### src/rtl/spidac_slave_mcp4921.sv
// MCP4921 DAC input-interface emulator: oversamples the SPI lines on clk,
// decodes 16-bit frames into input/output registers and exposes them on a small register bus.
module spidac_slave_mcp4921 #(
  parameter int DATA_WIDTH  = 8,
  parameter int SYNC_STAGES = 2
) (
  input  logic                  clk,
  input  logic                  res,
  input  logic                  SCK,
  input  logic                  nCS,
  input  logic                  SDI,
  input  logic                  nLDAC,
  input  logic                  we,
  input  logic [DATA_WIDTH-1:0] addr,
  input  logic [DATA_WIDTH-1:0] data_in,
  output logic [DATA_WIDTH-1:0] data_out,
  output logic [11:0]           dac_code,
  output logic                  dac_ngain,
  output logic                  dac_nshdn,
  output logic                  dac_buf,
  output logic                  update
);

  typedef enum logic [1:0] {IDLE, SHIFT, CHECK} state_t;

  state_t                 r_state;
  logic [SYNC_STAGES-1:0] r_sckSync;
  logic [SYNC_STAGES-1:0] r_csSync;
  logic [SYNC_STAGES-1:0] r_sdiSync;
  logic [SYNC_STAGES-1:0] r_ldacSync;
  logic [15:0]            r_shiftReg;
  logic [4:0]             r_bitCnt;
  logic [14:0]            r_inputReg;
  logic                   r_pending;
  logic                   r_transp;
  logic                   r_ldacFall;
  logic [7:0]             r_frameCnt;
  logic [7:0]             r_errCnt;

  logic w_sckRise;
  logic w_csFall;
  logic w_csRise;
  logic w_ldacFall;
  logic w_ldacLow;
  logic w_sdi;
  logic w_frameOk;
  logic w_frameBad;
  logic w_latch;
  logic w_clear;
  logic w_unusedBits;

  // Sync flops reset low so a frame already in progress at reset release never shows a nCS fall.
  always_ff @(posedge clk or negedge res) begin
    if (!res) begin
      r_sckSync  <= '0;
      r_csSync   <= '0;
      r_sdiSync  <= '0;
      r_ldacSync <= '0;
    end else begin
      r_sckSync  <= {r_sckSync[SYNC_STAGES-2:0], SCK};
      r_csSync   <= {r_csSync[SYNC_STAGES-2:0], nCS};
      r_sdiSync  <= {r_sdiSync[SYNC_STAGES-2:0], SDI};
      r_ldacSync <= {r_ldacSync[SYNC_STAGES-2:0], nLDAC};
    end
  end

  assign w_sckRise  =  r_sckSync[SYNC_STAGES-2]  & ~r_sckSync[SYNC_STAGES-1];
  assign w_csFall   = ~r_csSync[SYNC_STAGES-2]   &  r_csSync[SYNC_STAGES-1];
  assign w_csRise   =  r_csSync[SYNC_STAGES-2]   & ~r_csSync[SYNC_STAGES-1];
  assign w_ldacFall = ~r_ldacSync[SYNC_STAGES-2] &  r_ldacSync[SYNC_STAGES-1];
  assign w_ldacLow  = ~r_ldacSync[SYNC_STAGES-1];
  assign w_sdi      =  r_sdiSync[SYNC_STAGES-2];

  assign w_frameOk    = (r_state == CHECK) && (r_bitCnt == 5'd16) && !r_shiftReg[15];
  assign w_frameBad   = (r_state == CHECK) && !w_frameOk;
  assign w_latch      = r_ldacFall | r_transp;
  assign w_clear      = we && (addr == DATA_WIDTH'(8'h44)) && data_in[0];
  assign w_unusedBits = ^{data_in[DATA_WIDTH-1:1], r_sdiSync[SYNC_STAGES-1]};

  always_ff @(posedge clk or negedge res) begin
    if (!res) begin
      r_state    <= IDLE;
      r_shiftReg <= '0;
      r_bitCnt   <= '0;
      r_inputReg <= '0;
      r_pending  <= 1'b0;
      r_transp   <= 1'b0;
    end else begin
      case (r_state)
        IDLE: begin
          if (w_csFall) begin
            r_shiftReg <= '0;
            r_bitCnt   <= '0;
            r_state    <= SHIFT;
          end
        end
        SHIFT: begin
          if (w_sckRise) begin
            r_shiftReg <= {r_shiftReg[14:0], w_sdi};
            if (r_bitCnt != 5'd17) r_bitCnt <= r_bitCnt + 5'd1;
          end
          if (w_csRise) r_state <= CHECK;
        end
        CHECK: begin
          if (w_frameOk) r_inputReg <= r_shiftReg[14:0];
          r_state <= IDLE;
        end
        default: r_state <= IDLE;
      endcase
      r_transp <= w_frameOk & w_ldacLow;
      // A new frame arriving as an older one is latched stays pending.
      if (w_frameOk)    r_pending <= 1'b1;
      else if (w_latch) r_pending <= 1'b0;
    end
  end

  always_ff @(posedge clk or negedge res) begin
    if (!res) begin
      r_frameCnt <= '0;
      r_errCnt   <= '0;
    end else if (w_clear) begin
      r_frameCnt <= '0;
      r_errCnt   <= '0;
    end else begin
      if (w_frameOk  && r_frameCnt != 8'hFF) r_frameCnt <= r_frameCnt + 8'd1;
      if (w_frameBad && r_errCnt   != 8'hFF) r_errCnt   <= r_errCnt + 8'd1;
    end
  end

  // The extra r_ldacFall stage aligns the nLDAC path with the transparent-latch path.
  always_ff @(posedge clk or negedge res) begin
    if (!res) begin
      r_ldacFall <= 1'b0;
      update     <= 1'b0;
      dac_code   <= '0;
      dac_ngain  <= 1'b0;
      dac_nshdn  <= 1'b0;
      dac_buf    <= 1'b0;
    end else begin
      r_ldacFall <= w_ldacFall;
      update     <= w_latch;
      if (w_latch) begin
        dac_buf   <= r_inputReg[14];
        dac_ngain <= r_inputReg[13];
        dac_nshdn <= r_inputReg[12];
        dac_code  <= r_inputReg[11:0];
      end
    end
  end

  always_ff @(posedge clk or negedge res) begin
    if (!res) begin
      data_out <= '0;
    end else begin
      case (addr)
        DATA_WIDTH'(8'h40): data_out <= DATA_WIDTH'(dac_code[7:0]);
        DATA_WIDTH'(8'h41): data_out <= DATA_WIDTH'({dac_buf, dac_ngain, dac_nshdn, 1'b0, dac_code[11:8]});
        DATA_WIDTH'(8'h42): data_out <= DATA_WIDTH'(r_frameCnt);
        DATA_WIDTH'(8'h43): data_out <= DATA_WIDTH'(r_errCnt);
        DATA_WIDTH'(8'h44): data_out <= DATA_WIDTH'({5'b0, (r_state == SHIFT), r_pending, 1'b0});
        default:            data_out <= '0;
      endcase
    end
  end

endmodule

### config.mk
export PLATFORM = sky130hd
export DESIGN_NAME = spidac_slave_mcp4921
export DESIGN_NICKNAME = d
export VERILOG_FILES = /design/src/rtl/spidac_slave_mcp4921.sv
export SDC_FILE = /design/constraint.sdc
export NUM_CORES = 1
export LEC_CHECK = 0
export ABC_CLOCK_PERIOD_IN_PS = 3400
export CORE_ASPECT_RATIO = 1.25
export CORE_MARGIN = 2
export CORE_UTILIZATION = 67
export CTS_CLUSTER_SIZE = 12
export DETAILED_ROUTE_END_ITERATION = 8
export DONT_BUFFER_PORTS = 1
export PLACE_DENSITY = 0.83
export REMOVE_ABC_BUFFERS = 1
export SKIP_CTS_REPAIR_TIMING = 1
export SKIP_LAST_GASP = 1
export SLEW_MARGIN = 20
export SYNTH_ARGS = -nofsm -noshare
export SYNTH_HDL_FRONTEND = slang
export SYNTH_SLANG_ARGS = --single-unit
export TNS_END_PERCENT = 5
### constraint.sdc
create_clock -name clk -period 3.4 [get_ports clk]
set_clock_uncertainty 0.1 [all_clocks]
set_input_delay 0.51 -clock clk [delete_from_list [all_inputs] [get_ports clk]]
set_output_delay 0.51 -clock clk [all_outputs]
set_load 0.05 [all_outputs]
==> flow_summary.yaml <==
floorplanning:
  die_area_sq_um: 6423
  fp-row-count: 31
  die-width_um: 72.09
  pin_count: 47
  start_util: 0.6809
  die_y_um: 89.11
  core-area_sq_um: 5702
routing:
  drt_iter0_drc: 242
  postRouteAntennaNets: 0
  drcViolationCount: 0
  first_pass_iters: 4
  routed-wl-met2_mm: 3.679
  highest_layer: "met4"
  m1WireLength_mm: 3.089
  routed_wl_mm: 7.328
  met3_length_um: 388
  via_count: 2596
  wl_per_cell_um: 18.14
  vias_per_cell: 6.426
logic_synthesis:
  postSynthAreaPerCell_sq_um: 11.55
  yosysTopAreaCell: "dfrtp_1"
  ys_ff_latch: 88
  syn_area_sq_um: 3882
  ys_types: 44
  synth_ff_type: "dfrtp_1"
  synth_cells: 336
  synthMuxAreaShare: 0.1344
  synth_adder_area_share: 0.01611
  synth_top_family_by_area: "simple AND/OR/NAND/NOR gates"
  synth_edf_count: 0
  synth-compound-area-share: 0.09410
  yosysSeqAreaShare: 0.5672
  synth.area.top_cells: "dfrtp_1 57%, mux2_2 9.0%, nand2_1 4.1%"
  synth-xor-area-share: 0.004512
  synthSimpleGateAreaFrac: 0.1553
  synth_top_area_frac: 0.5672
  synthArstFlopShare: 1.000
  ys_warn_count: 0
hold_path:
  hp-start: "SCK"
  hp-class: "in2reg"
setup_path:
  worstPathRequired_ns: 3.59
  cp_max_fo: 26
  critPathKind: "reg2reg"
  cp-startpoint: "r_bitCnt[0]$_DFFE_PN0P_"
  cp.arrival_ns: 2.66
  rr_startpoint: "r_bitCnt[0]$_DFFE_PN0P_"
  cp-end-kind: "register"
  start_kind: "register"
cts:
  numCtsBuffers: 9
  cts_sinks: 88
  cts_buffer_depth: 2
  htreeDepth: 3
  insertion_delay_ns: 0.37
  clk_pin_slew_worst_paths_ns: 0.08
  cts_tree: "yes"
  cts_root_buf: "clkbuf_8"
pwr:
  power.internal_mw: 1.646
  peakVddDrop_mv: 0.2930
  netSwitchingPower_uw: 628.2
  combPwrFrac: 0.114
  p_sw_frac: 0.2762
  clkPwrFrac: 0.345
  seq_power_share: 0.541
  leakage_nw: 1.893
  powerDensity_nw_per_um2: 546.8
grt:
  grt_first_pass_wirelength_mm: 12.15
  gr-total-overflow: 0
  grt_max_degree: 89
  grt_pass1_vias: 2418
  grtUsageTotal: 0.2543
  antenna_found_initial: 0
layout:
  nets: 361
  syn2layout_area_growth_pct: 7.154
  post-route-cell-area_sq_um: 4160
  drive_gt1_frac: 0.1805
  nFillCells: 376
  antennaDiodeCount: 0
  stdcell_count: 404
timing:
  worst_slew_pin_slew_ns: 0.8965
  rsz0062_at_grt: "false"
  hold_viol_final: 0
  slew_viol_final: 0
  maxSlewHeadroom: 0.4024
  fin_tns_setup_ns: 0
  max_clock_freq_mhz: 405.5
  min_period_over_period: 0.7254
  report.final.setup_viol: 0
  period_minus_slack_ns: 2.466
flow_run:
  cap_violations: 0
placement:
  placed_cell_area_sq_um: 3904
  post-place-cells: 386
  io_buffers: 0
  hpwl_mm: 4.804
  gp_congestion: 0.8501
outcome:
  status: "finished clean"
-- synthesized netlist by cell type, drive strengths merged (2+ instances only) --
library cell	n
a211oi	2
a21oi	15
a31oi	3
and3	9
and4	2
buf	5
clkbuf	14
dfrtp	88
ha	5
inv	7
mux2	31
mux2i	6
mux4	5
nand2	42
nand2b	3
nand3	14
nand4	2
nor2	11
nor2b	5
nor3	2
nor3b	3
nor4b	2
o21a	2
o21ai	21
o22ai	2
o31ai	5
o41ai	4
or3	3
or4	9
xnor2	2
-- per-layer routing --
layer / up-vias / track usage
met4: 0 / 0.1132
met1: 1303 / 0.3239
met2: 72 / 0.4095
met3: 15 / 0.07103
met5: - / 0
li1: 1206 / -
-- worst max-delay path: stages, from the launching register on --
cell and delay [ns]:
dfrtp_1 0.43, inv_1 0.12, ha_1 0.15, and4bb_2 0.25, nand2_1 0.50, or4_1 0.70
a21oi_1 0.15
-- logic make-up after synthesis --
kind of cell,count (synthesis)
and+or+nand+nor,113
DFF,88
AOI/OAI and AO/OA,60
muxes,42
buffers and inverters,26
adders and majority gates,5
xor gates and xnor gates,2
-- cells in the final DEF, fill, tap and decap left out, types with 6 or more instances in the layout --
cell type  instances
inv_1              7
nand3_1           14
a21oi_1           15
clkbuf_8           9
nor2_1            11
mux2_2            31
nand2_1           42
dfrtp_1           88
and3_1             9
o21ai_0           21
mux2i_1            6
or4_1              9
-- power by group through the flow --
stage	Combinational [mW]	Clock [mW]	Sequential (mW)
floorplan	0.194	0	1.21
global placement	0.228	0	1.24
detailed placement	0.234	0	1.25
CTS	0.237	0.806	1.23
global route	0.300	0.849	1.24
finish	0.260	0.784	1.23
-- per-stage QoR --
step           hold WS, ns  power (mW)    util  setup slack, ns
6_report           0.06946       2.275  0.7296           0.9337
5_1_grt            0.04442       2.392  0.7296           0.7116
4_1_cts            -0.2851       2.270  0.7231           0.9605
3_5_place_dp        0.1162       1.481  0.6847           0.9844
3_3_place_gp        0.1164       1.470  0.6847            1.001
2_1_floorplan       0.1144       1.402       -            1.150
-- area by class of cell --
| class | instances | area (sq um) | share of cell area |
|---|---|---|---|
| well taps | 66 | 82.58 | 0.01985 |
| multi-input cells | 222 | 1570 | 0.3774 |
| clock buffers | 9 | 123.9 | 0.02977 |
| inverters | 7 | 26.28 | 0.006316 |
| flip-flops and latches | 88 | 2202 | 0.5293 |
| clock inverters | 7 | 95.09 | 0.02286 |
| repair buffers | 5 | 60.06 | 0.01444 |
-- state kept, by name (all words and copies together), names as in the netlist --
name / count
dac_buf: 1
dac_code: 12
dac_ngain: 1
dac_nshdn: 1
data_out: 8
r_bitCnt: 5
r_csSync: 2
r_errCnt: 8
r_frameCnt: 8
r_inputReg: 15
r_ldacFall: 1
r_ldacSync: 2
r_pending: 1
r_sckSync: 2
r_sdiSync: 1
r_shiftReg: 16
r_state: 2
r_transp: 1
update: 1
-- final timing paths --
path / cells past startpoint / slack [ns] / endpoint
max in group asynchronous: 2 / 2.22 / r_inputReg[4]$_DFFE_PN0P_
max reg2reg: 6 / 0.93 / r_frameCnt[4]$_DFFE_PN0P_
max: 6 / 0.93 / r_frameCnt[4]$_DFFE_PN0P_
min in group asynchronous: 2 / 0.60 / data_out[5]$_DFF_PN0_
min: 0 / 0.07 / r_sckSync[0]$_DFF_PN0_
min reg2reg: 0 / 0.29 / r_sckSync[1]$_DFF_PN0_
Note: power is estimated with default switching activity, not from simulation.
